[src/rtl/uart_axis_pkg.sv]
// uart_axis_pkg: shared widths, oversample factor, FSM encodings and bit-timing helper for the UART
package uart_axis_pkg;
    localparam int DATA_WIDTH_DEF = 8;
    localparam int PRESCALE_W     = 16;
    localparam int OVERSAMPLE     = 8;
    localparam int CNT_W          = PRESCALE_W + 3;
    typedef enum logic {TX_IDLE, TX_SHIFT} tx_state_t;
    typedef enum logic [1:0] {RX_IDLE, RX_START, RX_DATA, RX_STOP} rx_state_t;
    // Clock count for prescale*mult; prescale 0 behaves as 1.
    function automatic logic [CNT_W-1:0] ticks(input logic [PRESCALE_W-1:0] p, input int mult);
        logic [PRESCALE_W-1:0] q;
        q = (p == '0) ? PRESCALE_W'(1) : p;
        return CNT_W'(q) * CNT_W'(mult);
    endfunction
endpackage

[src/rtl/uart_axis_rx.sv]
// uart_axis_rx: 8N1 receiver presenting bytes on an AXI-Stream master port
// Ports: clk/rst_n; rxd synchronised serial in; m_axis_* byte output;
//        rx_busy inside a frame; rx_overrun_error/rx_frame_error one-clock pulses; prescale as TX.
module uart_axis_rx
    import uart_axis_pkg::*;
#(
    parameter int DATA_WIDTH = DATA_WIDTH_DEF
) (
    input  logic                  clk,
    input  logic                  rst_n,
    input  logic                  rxd,
    output logic [DATA_WIDTH-1:0] m_axis_tdata,
    output logic                  m_axis_tvalid,
    input  logic                  m_axis_tready,
    output logic                  rx_busy,
    output logic                  rx_overrun_error,
    output logic                  rx_frame_error,
    input  logic [PRESCALE_W-1:0] prescale
);
    localparam int IDX_W = $clog2(DATA_WIDTH);
    rx_state_t             state;
    logic [CNT_W-1:0]      cnt;
    logic [IDX_W-1:0]      idx;
    logic [DATA_WIDTH-1:0] shreg;
    always_ff @(posedge clk or negedge rst_n) begin
        if (!rst_n) begin
            state            <= RX_IDLE;
            cnt              <= '0;
            idx              <= '0;
            shreg            <= '0;
            m_axis_tdata     <= '0;
            m_axis_tvalid    <= 1'b0;
            rx_busy          <= 1'b0;
            rx_overrun_error <= 1'b0;
            rx_frame_error   <= 1'b0;
        end else begin
            rx_overrun_error <= 1'b0;
            rx_frame_error   <= 1'b0;
            if (m_axis_tready) m_axis_tvalid <= 1'b0;
            case (state)
                RX_IDLE: begin
                    if (!rxd) begin
                        cnt   <= ticks(prescale, OVERSAMPLE / 2) - 1'b1;
                        state <= RX_START;
                    end
                end
                RX_START: begin
                    // Half a bit later the start bit must still be low, otherwise it was a glitch.
                    if (cnt != '0) begin
                        cnt <= cnt - 1'b1;
                    end else if (rxd) begin
                        state <= RX_IDLE;
                    end else begin
                        cnt     <= ticks(prescale, OVERSAMPLE) - 1'b1;
                        idx     <= '0;
                        rx_busy <= 1'b1;
                        state   <= RX_DATA;
                    end
                end
                RX_DATA: begin
                    if (cnt != '0) begin
                        cnt <= cnt - 1'b1;
                    end else begin
                        shreg <= {rxd, shreg[DATA_WIDTH-1:1]};
                        cnt   <= ticks(prescale, OVERSAMPLE) - 1'b1;
                        idx   <= idx + 1'b1;
                        if (idx == IDX_W'(DATA_WIDTH - 1)) state <= RX_STOP;
                    end
                end
                RX_STOP: begin
                    if (cnt != '0) begin
                        cnt <= cnt - 1'b1;
                    end else begin
                        // A byte accepted in this same cycle is not an overrun.
                        if (rxd) begin
                            m_axis_tdata     <= shreg;
                            m_axis_tvalid    <= 1'b1;
                            rx_overrun_error <= m_axis_tvalid && !m_axis_tready;
                        end else begin
                            rx_frame_error <= 1'b1;
                        end
                        rx_busy <= 1'b0;
                        state   <= RX_IDLE;
                    end
                end
            endcase
        end
    end
endmodule

[src/rtl/uart_axis_tx.sv]
// uart_axis_tx: 8N1 transmitter taking bytes from an AXI-Stream slave port
// Ports: clk/rst_n; s_axis_* byte input; prescale sets bit time = prescale*8 clocks;
//        txd serial out (idle high); tx_busy high while a frame is being shifted.
module uart_axis_tx
    import uart_axis_pkg::*;
#(
    parameter int DATA_WIDTH = DATA_WIDTH_DEF
) (
    input  logic                  clk,
    input  logic                  rst_n,
    input  logic [DATA_WIDTH-1:0] s_axis_tdata,
    input  logic                  s_axis_tvalid,
    output logic                  s_axis_tready,
    output logic                  txd,
    output logic                  tx_busy,
    input  logic [PRESCALE_W-1:0] prescale
);
    localparam int IDX_W = $clog2(DATA_WIDTH + 2);
    tx_state_t             state;
    logic [CNT_W-1:0]      cnt;
    logic [IDX_W-1:0]      idx;
    logic [DATA_WIDTH:0]   shreg;
    // shreg holds the data bits followed by the stop bit; the start bit is driven on accept.
    always_ff @(posedge clk or negedge rst_n) begin
        if (!rst_n) begin
            state         <= TX_IDLE;
            cnt           <= '0;
            idx           <= '0;
            shreg         <= '0;
            txd           <= 1'b1;
            s_axis_tready <= 1'b0;
            tx_busy       <= 1'b0;
        end else begin
            case (state)
                TX_IDLE: begin
                    s_axis_tready <= 1'b1;
                    txd           <= 1'b1;
                    if (s_axis_tvalid && s_axis_tready) begin
                        shreg         <= {1'b1, s_axis_tdata};
                        txd           <= 1'b0;
                        cnt           <= ticks(prescale, OVERSAMPLE) - 1'b1;
                        idx           <= '0;
                        s_axis_tready <= 1'b0;
                        tx_busy       <= 1'b1;
                        state         <= TX_SHIFT;
                    end
                end
                TX_SHIFT: begin
                    if (cnt != '0) begin
                        cnt <= cnt - 1'b1;
                    end else if (idx == IDX_W'(DATA_WIDTH + 1)) begin
                        s_axis_tready <= 1'b1;
                        tx_busy       <= 1'b0;
                        state         <= TX_IDLE;
                    end else begin
                        txd   <= shreg[0];
                        shreg <= {1'b0, shreg[DATA_WIDTH:1]};
                        idx   <= idx + 1'b1;
                        cnt   <= ticks(prescale, OVERSAMPLE) - 1'b1;
                    end
                end
            endcase
        end
    end
endmodule

[src/rtl/uart_axis.sv]
// uart_axis: full-duplex 8N1 UART with AXI-Stream byte ports and run-time baud prescaler
// Ports: clk/rst_n; s_axis_* bytes to send; m_axis_* received bytes; rxd/txd serial pins;
//        tx_busy/rx_busy activity; rx_overrun_error/rx_frame_error pulses; prescale (bit = prescale*8 clks).
module uart_axis
    import uart_axis_pkg::*;
#(
    parameter int DATA_WIDTH = DATA_WIDTH_DEF
) (
    input  logic                  clk,
    input  logic                  rst_n,
    input  logic [DATA_WIDTH-1:0] s_axis_tdata,
    input  logic                  s_axis_tvalid,
    output logic                  s_axis_tready,
    output logic [DATA_WIDTH-1:0] m_axis_tdata,
    output logic                  m_axis_tvalid,
    input  logic                  m_axis_tready,
    input  logic                  rxd,
    output logic                  txd,
    output logic                  tx_busy,
    output logic                  rx_busy,
    output logic                  rx_overrun_error,
    output logic                  rx_frame_error,
    input  logic [PRESCALE_W-1:0] prescale
);
    uart_axis_tx #(.DATA_WIDTH(DATA_WIDTH)) u_tx (
        .clk           (clk),
        .rst_n         (rst_n),
        .s_axis_tdata  (s_axis_tdata),
        .s_axis_tvalid (s_axis_tvalid),
        .s_axis_tready (s_axis_tready),
        .txd           (txd),
        .tx_busy       (tx_busy),
        .prescale      (prescale)
    );
    uart_axis_rx #(.DATA_WIDTH(DATA_WIDTH)) u_rx (
        .clk              (clk),
        .rst_n            (rst_n),
        .rxd              (rxd),
        .m_axis_tdata     (m_axis_tdata),
        .m_axis_tvalid    (m_axis_tvalid),
        .m_axis_tready    (m_axis_tready),
        .rx_busy          (rx_busy),
        .rx_overrun_error (rx_overrun_error),
        .rx_frame_error   (rx_frame_error),
        .prescale         (prescale)
    );
endmodule

[config.mk]
export PLATFORM = sky130hd
export DESIGN_NAME = uart_axis
export DESIGN_NICKNAME = d
export VERILOG_FILES = /design/src/rtl/uart_axis_pkg.sv /design/src/rtl/uart_axis_rx.sv /design/src/rtl/uart_axis_tx.sv /design/src/rtl/uart_axis.sv
export SDC_FILE = /design/constraint.sdc
export NUM_CORES = 1
export LEC_CHECK = 0
export CORE_MARGIN = 3
export CORE_UTILIZATION = 55
export CTS_BUF_LIST = sky130_fd_sc_hd__clkbuf_4
export CTS_CLUSTER_SIZE = 8
export DETAILED_ROUTE_END_ITERATION = 12
export DONT_BUFFER_PORTS = 1
export PLACE_DENSITY = 0.7
export SYNTH_ARGS = -nofsm -noshare
export SYNTH_HDL_FRONTEND = slang
export SYNTH_HIERARCHICAL = 1
export SYNTH_SLANG_ARGS = --single-unit
[constraint.sdc]
create_clock -name clk -period 2.5 [get_ports clk]
set_clock_uncertainty 0.05 [all_clocks]
set_input_delay 0.75 -clock clk [delete_from_list [all_inputs] [get_ports clk]]
set_output_delay 0.75 -clock clk [all_outputs]
set_load 0.1 [all_outputs]
After elaboration in Yosys (flattened, before gate mapping)
Index checks and enable logic that the tools add are counted.
Word-level totals
  flip-flop bits (word level): 80
  output and inout bits: 15
  bits of input ports: 29
Cells by class
  reductions and logical operators: 20
  eq/ne operators: 18
  muxes and demuxes: 59
  add/subtract/negate cells: 6
  bitwise logic cells: 2
Operators by type and width (count)
  19-bit two-way mux: 8
  19-bit one-hot mux with 4 select lines: 1
  19-bit by 1-bit subtractor with 19-bit output, second input constant: 3
  19-bit one-hot mux with 2 select lines: 1
  19-bit nonzero test: 2
  9-bit two-way mux: 3
  1-bit two-way mux: 24
  18-bit by 1-bit subtractor with 19-bit output, second input constant: 1
  9-bit one-hot mux with 2 select lines: 1
  16-bit logical NOT: 1
  16-bit two-way mux: 1
  2-bit != test, second input constant: 8
  2-bit two-way mux: 6
  4-bit two-way mux: 3
  3-bit AND reduction: 4
  1-bit one-hot mux with 2 select lines: 5
  3-bit two-way mux: 3
  2-bit one-hot mux with 4 select lines: 1
  4-bit one-hot mux with 2 select lines: 1
  2-bit AND reduction: 4
  4-bit AND reduction: 2
  2-bit by 1-bit != test with 1-bit output, second input constant: 3
  3-bit one-hot mux with 2 select lines: 1
  5-bit AND reduction: 1
  13 further kinds: 17

Longest topological paths before layout
Gate-level depths: netlist of run 1.
  depth after elaboration: 6
  depth in mapped cells: 10
  depth with buffers taken out: 10

Hierarchy
Netlist of run 1, hierarchy kept.
By module, submodules not included
  uart_axis_rx: times used 1, seq. area each 1101.1 um^2, area each 3105.5 um^2, cells each 321
  uart_axis_tx: times used 1, seq. area each 902.1 um^2, area each 2393.5 um^2, cells each 272

Worst setup path before layout of run 1
OpenSTA, ideal clock, no wires.
  kind: input -> register
  start point: in prescale[15]
  end point: reg u_rx.cnt[15]
  stages: 10
  slack: -0.581 ns
  arrival: 2.907 ns
  data required time: 2.326 ns
  setup time: 0.124 ns
  path through: nor2_1 and4_1 a21oi_1 ha_1 nor3b_2 nand2_1 or4b_1 xor2_1 o22ai_1 o31a_1
On the way
  cells in the longest elaborated chain, start to end: 6
  elaborated cells between the ends (all ways): 9
Ends and longest elaborated chain
  start, declared: RTL line uart_axis.sv:23  | input logic [PRESCALE_W-1:0] prescale
  16-bit logical NOT *: RTL line uart_axis_pkg.sv:12  | q = (p == '0) ? PRESCALE_W'(1) : p;
  16-bit two-way mux *: RTL line uart_axis_pkg.sv:12
  19-bit by 1-bit subtractor with 19-bit output: RTL line uart_axis_rx.sv:54, uart_axis_rx.sv:65
  19-bit two-way mux: RTL line uart_axis_rx.sv:51  | end else if (rxd) begin
  19-bit two-way mux: RTL line uart_axis_rx.sv:49  | if (cnt != '0) begin
  19-bit one-hot mux with 4 select lines *: RTL line uart_axis_rx.sv:40  | case (state)
  end signal, assigned: RTL line uart_axis_rx.sv:50  | cnt <= cnt - 1'b1;
  end signal, assigned: RTL line uart_axis_rx.sv:54  | cnt <= ticks(prescale, OVERSAMPLE) - 1'b1;
  end signal, assigned: RTL line uart_axis_rx.sv:65  | cnt <= ticks(prescale, OVERSAMPLE) - 1'b1;
  end, declared: RTL line uart_axis_rx.sv:22  | logic [CNT_W-1:0] cnt;
Mark *: on every way between the ends. The rest lies on a longest branch, timed or not. The select of a mux whose other input is x is not followed.
A chain may end at the register's enable or synchronous reset.

Final worst setup path of run 1
  start point: in prescale[8]
  end point: reg u_rx.cnt[15]
On the way
  cells in the longest elaborated chain, start to end: 6
  elaborated cells between the ends (all ways): 9
Ends and longest elaborated chain (RTL line)
  16-bit logical NOT: uart_axis_pkg.sv:12
  16-bit two-way mux *: uart_axis_pkg.sv:12
  19-bit by 1-bit subtractor with 19-bit output: uart_axis_rx.sv:54, uart_axis_rx.sv:65
  19-bit two-way mux: uart_axis_rx.sv:51
  19-bit two-way mux: uart_axis_rx.sv:49
  19-bit one-hot mux with 4 select lines *: uart_axis_rx.sv:40
Marks and branches as above.

==> qor.yml, run 1 <==
critical_path:
  crit_required_ns: 2.74
  crit_path_end_kind: "flip-flop"
  arrival_ns: 2.64
  reg2reg_depth: 6
  critical_path.max_stage_delay_ns: 0.48
  worst-path-buf-inv: 0
  reg2reg_slack_ns: 0.13
  crit_type: "input pin to flip-flop"
  critPathSlowestCell: "or4b_1"
  critPathTopFamily: "simple AND/OR/NAND/NOR gates"
  cp_cell_sequence: "nor2_4 > and4_4 > a21oi_4 > ha_2 > nor3b_4 > nand2_1 > or4b_1 > xor2_1 > o22ai_1 > o31a_1"
  timing.rr.start: "u_tx/cnt[10]"
  worstSetupStartpointType: "input pin"
  path_max_fanout: 9
  reg2reg_to: "u_tx/cnt[12]"
timing:
  rsz0062_at_grt: "no"
  finalCritPeriodShare: 0.961
  tightest_slew_ns: 0.921
  max_slew_margin: 0.386
  finalCriticalPeriod_ns: 2.40
  setup_viol: 0
  layout_setup_ws_ns: 0.0984
  clock.fmax_mhz: 416
  finalHoldViolCount: 79
  hold_ws_ns: -0.0520
  drv_slew: 0
cts:
  cts.sinks: 80
  tritoncts: "yes"
  cts_root_buffer: "clkbuf_4"
  cts_made_buffers: 9
  clk_latency_ns: 0.42
  h-tree-depth: 3
  cts_max_path_buffers: 2
  clk_pin_slew_worst_paths_ns: 0.16
place:
  post_dp_cell_area_sq_mm: 0.00605
  hpwl_mm: 10.4
  gp_congestion: 0.929
  place_inst: 752
  pre_cts_slack_ns: -0.319
  port_buffers: 0
detailed_routing:
  drt_iter0_drc: 391
  wire_per_inst_microns: 18.9
  drc_errors: 0
  ant_nets: 0
  met1Wirelength_mm: 6.57
  drt-total-wl_mm: 14.5
  wl_met2_mm: 6.73
  met3RoutedLength_mm: 1.04
  drt-pass1-iter-count: 5
  highest_layer: "met4"
  vias_per_cell: 6.46
  vias: 4978
die:
  die_h_microns: 106
  die_area_sq_mm: 0.0112
  start_util: 0.581
  rows: 35
  ioPinCount: 44
  core-area_sq_mm: 0.00946
  die_x_microns: 106
logic_synthesis:
  synthesis.area_sq_mm: 0.00550
  synth-seq-cells: 80
  syn_nets: 637
  synth_edf_count: 0
  ys_warn_count: 6
  synthTopCellsByArea: "dfrtp_1, a21oi_1, ha_1"
  yosys.area.top_type_share: 0.359
  ys_types: 83
  netlist.top_cell.by_area: "dfrtp_1"
  synthFlopType: "dfrtp_1"
  synth_area_per_cell_sq_um: 9.27
  yosysSeqAreaShare: 0.364
  synthCells: 593
  synthArstFlopShare: 1.00
layout:
  fillers: 806
  design_area_sq_mm: 0.00621
  drive_above_1_share: 0.206
  final_common_cell: "dfrtp_1"
  stdcell_count: 770
  seqCellArea_sq_mm: 0.00200
  layout.nets: 680
  final_cell_mix: "dfrtp_1, buf_4, nand2_1"
  insertedDiodeCount: 0
  multi_input_area_sq_mm: 0.00337
  area_delta_synth_final_pct: 12.9
min_path:
  hp-class: "input pin to asynchronous set/reset pin"
grt:
  grt_pass1_wl_mm: 24.5
  grt_pass1_vias: 4966
  grt_antenna_before_repair: 0
  track_usage: 0.264
  grt_max_degree: 81
  grt.overflow.total: 0
outcome:
  outcome: "complete, but fails checks"
  violations: "negative hold slack"
power_and_ir_drop:
  ir_drop_v: 0.000554
  leakage_nw: 2.53
  powerDensity_mw_per_mm2: 726
flow_run:
  maxCapViolCount: 0
==> state kept, by name (all words and copies together) (netlist names), 3 cells and up, named ones only <==
name and flops:
u_rx/shreg 8, u_tx/shreg 9, u_rx/idx 3, u_tx/cnt 19, u_tx/idx 4, u_rx/m_axis_tdata 8
u_rx/cnt 19
==> final cells by class <==
cell class / count / share of cell area
Sequential cell: 80 / 0.323
Clock buffer: 9 / 0.0109
Tap cell: 129 / 0.0260
Multi-Input combinational cell: 466 / 0.543
Timing Repair Buffer: 60 / 0.0766
Clock inverter: 7 / 0.00907
Inverter: 19 / 0.0119
==> cells in the mapped netlist (11+ instances only) <==
library cell and count:
o21ai_0 34, nor2_1 43, mux2_2 11, nand4_1 11, o22ai_1 21, nand2_1 48, nand3_1 18, xnor2_1 13
nor3_1 23, clkbuf_1 15, inv_1 18, xor2_1 21, a22o_1 13, a21oi_1 40, dfrtp_1 79, ha_1 15
==> how the worst max path moves through the flow <==
stage,endpoint,slack [ns],cells past startpoint,from
2_1_floorplan,u_rx/cnt[15],-0.34,10,prescale[8]
3_3_place_gp,u_rx/cnt[15],-0.26,10,prescale[8]
3_5_place_dp,u_rx/cnt[17],-0.32,12,prescale[4]
4_1_cts,u_tx/cnt[12],0.07,6,u_tx/cnt[6]
5_1_grt,u_rx/cnt[17],0.001,12,prescale[4]
6_report,u_rx/cnt[15],0.1,10,prescale[8]
==> logic make-up (layout without fill, tap and decap cells) <==
logic type | Yosys count | count (layout) | synth area share
compound gates | 185 | 185 | 0.233
xor+xnor | 34 | 34 | 0.0542
fa+ha+maj | 15 | 15 | 0.0341
buf+inv | 47 | 95 | 0.0380
flops | 80 | 80 | 0.364
mux | 26 | 26 | 0.0571
simple gates | 206 | 206 | 0.219
==> timing repair <==
| item | in CTS | in global routing |
|---|---|---|
| pin swaps | 0 | 1 |
| setup endpoints to repair | 1 | 16 |
| resized for setup | 1 | 3 |
| endpoints found under the hold margin | 79 | 79 |
| setup buffers | 0 | 2 |
==> stage by stage <==
step	total power [mW]	TNS (ns)	hold slack, ns	util
2_1_floorplan	3.18	-1.18	0.398	-
3_3_place_gp	3.67	-1.77	0.408	0.640
3_5_place_dp	3.76	-2.68	0.407	0.640
4_1_cts	4.48	0	-0.0755	0.653
5_1_grt	4.80	0	-0.0999	0.656
6_report	4.51	0	-0.0520	0.656
==> power by group <==
| part | switching (mW) | internal, mW | leakage (nW) | total [mW] |
|---|---|---|---|---|
| clock network | 0.496 | 0.214 | 0.0605 | 0.711 |
| logic | 1.10 | 0.910 | 1.52 | 2.01 |
| registers | 0.297 | 1.50 | 0.949 | 1.79 |
==> layer usage <==
layer / up-vias / global-route usage
li1: 2340 / -
met1: 2409 / 0.360
met2: 206 / 0.431
met3: 23 / 0.0534
met4: 0 / 0.0685
met5: - / 0
Note: power is estimated with default switching activity, not from simulation.
==> inputs of run 2 (changes only) <==
==> constraint.sdc (replaced) <==
create_clock -name clk -period 2.5 [get_ports clk]
set_clock_uncertainty 0.05 [all_clocks]
set_input_delay 0.375 -clock clk [delete_from_list [all_inputs] [get_ports clk]]
set_output_delay 0.375 -clock clk [all_outputs]
set_load 0.1 [all_outputs]
==> run 2 against run 1 <==
Net effect: the run now ends clean; core utilization down 0.81 points; sequential share of layout area grew 0.40 points; via count down 1.5%; sequential cell count did not move; cell count decreased by 1.4%; global-route usage shrank 0.79 points; clock-buffer cell count is 1 higher; sequential power about the same; critical path type is now flip-flop to flip-flop; largest power group unchanged.
==> qor.yml, run 2 (synthesized netlist as in run 1, its figures left out) <==
die:
  die_area_sq_mm: 0.0112
  ioPinCount: 44
  core-area_sq_mm: 0.00946
  die_h_microns: 106
  die_x_microns: 106
  start_util: 0.581
  rows: 35
grt:
  track_usage: 0.256
  grt.overflow.total: 0
  grt_pass1_wl_mm: 23.6
  grt_pass1_vias: 4756
  grt_max_degree: 81
  grt_antenna_before_repair: 0
critical_path:
  reg2reg_to: "u_tx/cnt[6]"
  reg2reg_slack_ns: 0.18
  arrival_ns: 2.63
  path_max_fanout: 16
  reg2reg_depth: 7
  crit_required_ns: 2.81
  timing.rr.start: "u_tx/cnt[6]"
  crit_type: "flip-flop to flip-flop"
  crit_path_end_kind: "flip-flop"
  worstSetupStartpointType: "flip-flop"
flow_run:
  maxCapViolCount: 0
detailed_routing:
  highest_layer: "met4"
  wl_met2_mm: 6.32
  drc_errors: 0
  ant_nets: 0
  vias_per_cell: 6.46
  drt_iter0_drc: 409
  met1Wirelength_mm: 6.74
  drt-pass1-iter-count: 5
  wire_per_inst_microns: 18.5
  vias: 4901
  met3RoutedLength_microns: 809
  drt-total-wl_mm: 14.1
power_and_ir_drop:
  powerDensity_mw_per_mm2: 758
  p_total_mw: 4.65
  leakage_nw: 2.49
  ir_drop_v: 0.000506
timing:
  clock.fmax_mhz: 431
  tightest_slew_ns: 0.921
  fin_setup_tns_ns: 0
  max_slew_margin: 0.386
  drv_slew: 0
  hold_ws_ns: 0.0333
  finalCriticalPeriod_ns: 2.32
  finalHoldViolCount: 0
  setup_viol: 0
  rsz0062_at_grt: "no"
  finalCritPeriodShare: 0.928
cts:
  cts.sinks: 80
  clk_pin_slew_worst_paths_ns: 0.15
  postCtsSetupBuffers: 0
  clk_latency_ns: 0.43
  cts_max_path_buffers: 2
  tritoncts: "yes"
  cts_made_buffers: 9
  cts_root_buffer: "clkbuf_4"
  h-tree-depth: 3
layout:
  largestRegisters: "u_rx/cnt (19), u_tx/cnt (19), u_tx/shreg (9)"
  area_delta_synth_final_pct: 11.5
  final_common_cell: "dfrtp_1"
  seqCellArea_sq_mm: 0.00200
  multi_input_area_sq_mm: 0.00331
  insertedDiodeCount: 0
  fillers: 807
  layout.nets: 669
  final_cell_mix: "dfrtp_1, nand2_1, buf_4"
  drive_above_1_share: 0.179
  final_util: 0.648
place:
  gp_congestion: 0.978
  port_buffers: 0
  hpwl_mm: 10.1
min_path:
  worstHoldStart: "rxd"
  holdPathEnd: "u_rx/shreg[7]"
  min_path_cells: 1
  hp-class: "input pin to flip-flop"
outcome:
  outcome: "completed"
-- run 2: cell count changes in the layout (fill, tap and decap cells not counted), sizes merged --
cell,previous run,this run
buf,60,47
dlygate4sd3,0,2
bufinv,0,2
clkinv,2,0
clkinvlp,3,2
clkbuf,9,10
-- run 2: cell type report --
type,instances,area share
sequential,80,0.327
clock buffer,10,0.0122
inverter,19,0.0116
timing repair buffer,49,0.0681
clock inverter,6,0.0151
multi-input combinational,466,0.540
tap,129,0.0263
-- run 2: worst max-delay path by stage --
stage	endpoint	slack, ns	startpoint
floorplan	u_rx/cnt[15]	0.007	prescale[8]
global placement	u_rx/cnt[15]	0.08	prescale[15]
detailed placement	u_rx/cnt[15]	0.05	prescale[15]
CTS	u_tx/cnt[6]	0.19	u_tx/cnt[6]
global route	u_rx/cnt[9]	0.05	u_rx/cnt[10]
finish	u_tx/cnt[6]	0.18	u_tx/cnt[6]
-- run 2: routing by layer --
metal,global-route usage,vias to the layer above
li1,-,2322
met1,0.381,2410
met2,0.392,154
met3,0.0401,15
met4,0.0629,0
met5,0,-
-- run 2: what timing repair did --
| item | CTS | global route |
|---|---|---|
| setup endpoints to repair | 0 | 1 |
| hold endpoints to repair | 81 | 0 |
| resized for setup | 0 | 1 |
| hold buffers | 3 | 0 |
-- run 2: report_power, final --
group | switching [mW] | internal [mW] | total, mW
logic | 1.08 | 0.875 | 1.96
clock network | 0.478 | 0.424 | 0.902
registers | 0.292 | 1.50 | 1.79
total | 1.85 | 2.79 | 4.65
-- run 2: worst max-delay path, stage by stage, from the launching register on --
cell       delay, ns
dfrtp_1         0.45
nor4_4          0.49
nand4_4         0.21
o31ai_4         0.40
inv_2           0.13
buf_4           0.22
o2111ai_1       0.10
o221a_2         0.21
-- run 2: through the flow --
| stage | setup slack [ns] | cell area [sq um] | instances |
|---|---|---|---|
| detailed placement | 0.0530 | 5920 | 740 |
| floorplan | 0.00681 | 5520 | 593 |
| finish | 0.181 | 6130 | 759 |
| global route | 0.0549 | 6130 | 759 |
| global placement | 0.0835 | 5920 | 740 |
| CTS | 0.192 | 6130 | 759 |
==> inputs of run 3 (changes only) <==
--- a/config.mk
+++ b/config.mk
@@ -12,6 +12,7 @@
 export DETAILED_ROUTE_END_ITERATION = 12
 export DONT_BUFFER_PORTS = 1
 export PLACE_DENSITY = 0.7
+export REMOVE_ABC_BUFFERS = 1
 export SYNTH_ARGS = -nofsm -noshare
 export SYNTH_HDL_FRONTEND = slang
 export SYNTH_HIERARCHICAL = 1
==> run 3 against run 2 <==
Net effect: final area decreased by 0.63%; sequential share of layout area increased by 0.21 points; largest power group unchanged; power increased by 1.6%; die area unchanged; critical path type unchanged; critical path depth decreased by 1.
==> qor.yml, run 3 (synthesized netlist as in run 1, its figures left out) <==
layout:
  fillers: 832
  drive_above_1_share: 0.173
  final_cell_mix: "dfrtp_1, nand2_1, buf_4"
  layout.nets: 669
  stdcell_count: 759
  largestRegisters: "u_rx/cnt (19), u_tx/cnt (19), u_tx/shreg (9)"
  design_area_sq_mm: 0.00609
  seqCellArea_sq_mm: 0.00200
  insertedDiodeCount: 0
  final_common_cell: "dfrtp_1"
  multi_input_area_sq_mm: 0.00329
  area_delta_synth_final_pct: 10.8
timing:
  layout_setup_ws_ns: 0.125
  rsz0062_at_grt: "no"
  fin_setup_tns_ns: 0
  finalCriticalPeriod_ns: 2.38
  clock.fmax_mhz: 421
  tightest_slew_ns: 0.914
  hold_ws_ns: 0.0466
  finalHoldViolCount: 0
  max_slew_margin: 0.391
  drv_slew: 0
  setup_viol: 0
  finalCritPeriodShare: 0.950
power_and_ir_drop:
  swShare: 0.402
  ir_drop_v: 0.000548
  pwr-share-clk: 0.192
  power_frac_comb: 0.431
  intPower_mw: 2.83
  powerDensity_mw_per_mm2: 775
  leakage_nw: 2.49
  p_sw_mw: 1.90
  seq_power_share: 0.377
critical_path:
  crit_path_end_kind: "flip-flop"
  critPathSlowestCell: "nor4_4"
  critPathTopFamily: "compound AO/OA/AOI/OAI gates"
  worstSetupStartpoint: "u_tx/cnt[5]"
  crit_type: "flip-flop to flip-flop"
  worst-path-buf-inv: 1
  critical_path.max_stage_delay_ns: 0.49
  arrival_ns: 2.61
  worstSetupStartpointType: "flip-flop"
  path_max_fanout: 12
  crit_required_ns: 2.74
  timing.rr.start: "u_tx/cnt[5]"
  cp_cell_sequence: "nor4_4 > nand4_4 > o31ai_4 > buf_4 > a211oi_1 > a221o_1"
die:
  die_h_microns: 106
  core-area_sq_mm: 0.00946
  die_x_microns: 106
  start_util: 0.581
  die_area_sq_mm: 0.0112
  rows: 35
  ioPinCount: 44
place:
  place_inst: 740
  pre_cts_slack_ns: -0.0723
  gp_congestion: 0.957
  port_buffers: 0
  hpwl_mm: 10.5
  post_dp_cell_area_sq_mm: 0.00588
cts:
  clk_latency_ns: 0.42
  cts_root_buffer: "clkbuf_4"
  cts.sinks: 80
  tritoncts: "yes"
  cts_made_buffers: 9
  cts_max_path_buffers: 2
  h-tree-depth: 3
  postCtsSetupBuffers: 0
  clk_pin_slew_worst_paths_ns: 0.15
detailed_routing:
  wire_per_inst_microns: 19.6
  drc_errors: 0
  vias: 4996
  ant_nets: 0
  vias_per_cell: 6.58
  drt-total-wl_mm: 14.8
  drt-pass1-iter-count: 5
  drt_iter0_drc: 356
grt:
  grt_pass1_wl_mm: 24.8
  track_usage: 0.271
  grt_pass1_vias: 4813
  grt_antenna_before_repair: 0
  grt_max_degree: 81
  grt.overflow.total: 0
min_path:
  worstHoldStart: "rxd"
  hp-class: "input pin to flip-flop"
outcome:
  outcome: "completed"
flow_run:
  maxCapViolCount: 0
run 3: changes by cell type in the layout (fill, tap and decap cells not counted), sizes merged:
| cell | before | now |
|---|---|---|
| clkinv | 0 | 1 |
| inv | 21 | 20 |
| clkbuf | 10 | 11 |
| clkinvlp | 2 | 1 |
run 3: timing repair:
item / 4_1_cts / 5_1_grt
setup endpoints to repair: 0 / 1
gates resized for setup: 0 / 2
hold endpoints to repair: 81 / 0
hold buffers: 3 / 0
run 3: layout make-up:
type                            count  area share
Clock inverter                      5      0.0133
Tap cell                          129      0.0265
Multi-Input combinational cell    466       0.539
Timing Repair Buffer               49      0.0665
Clock buffer                       11      0.0135
Sequential cell                    80       0.329
Inverter                           19      0.0121
run 3: per-stage QoR:
step	util	power [mW]
after floorplan	-	3.13
after global placement	0.622	3.68
after CTS	0.644	4.69
after detailed placement	0.622	3.74
after global routing	0.644	5.03
final	0.644	4.72
run 3: worst paths after layout:
| check | end | slack, ns | cells after the start |
|---|---|---|---|
| min reg2reg | u_tx/shreg[8] | 0.45 | 2 |
| max | u_tx/cnt[16] | 0.12 | 6 |
| max reg2reg | u_tx/cnt[16] | 0.12 | 6 |
| min | u_rx/shreg[7] | 0.05 | 1 |
| min in group asynchronous | u_rx/state[0] | 0.46 | 2 |
| max in group asynchronous | u_tx/txd | 1.58 | 2 |
run 3: worst reg2reg max path, delay by kind of cell (launching register included):
kind	cells	cell delay (ns)
AOI/OAI and AO/OA	3	0.80
buffers and inverters	1	0.27
DFF	1	0.44
and+or+nand+nor	2	0.70
run 3: power groups by stage:
| stage | Sequential [mW] | Combinational, mW | Clock, mW |
|---|---|---|---|
| floorplan | 1.75 | 1.39 | 0 |
| global placement | 1.79 | 1.89 | 0 |
| detailed placement | 1.79 | 1.95 | 0 |
| CTS | 1.77 | 2.00 | 0.923 |
| global route | 1.81 | 2.24 | 0.980 |
| finish | 1.78 | 2.03 | 0.909 |
run 3: metal layers:
metal | track usage | vias up | part of all wire | wire length (microns)
met4 | 0.0916 | 0 | 0.021 | 312
li1 | - | 2316 | - | -
met5 | 0 | - | 0 | 0
met3 | 0.0419 | 25 | 0.063 | 934
met1 | 0.387 | 2457 | 0.46 | 6900
met2 | 0.422 | 198 | 0.45 | 6700
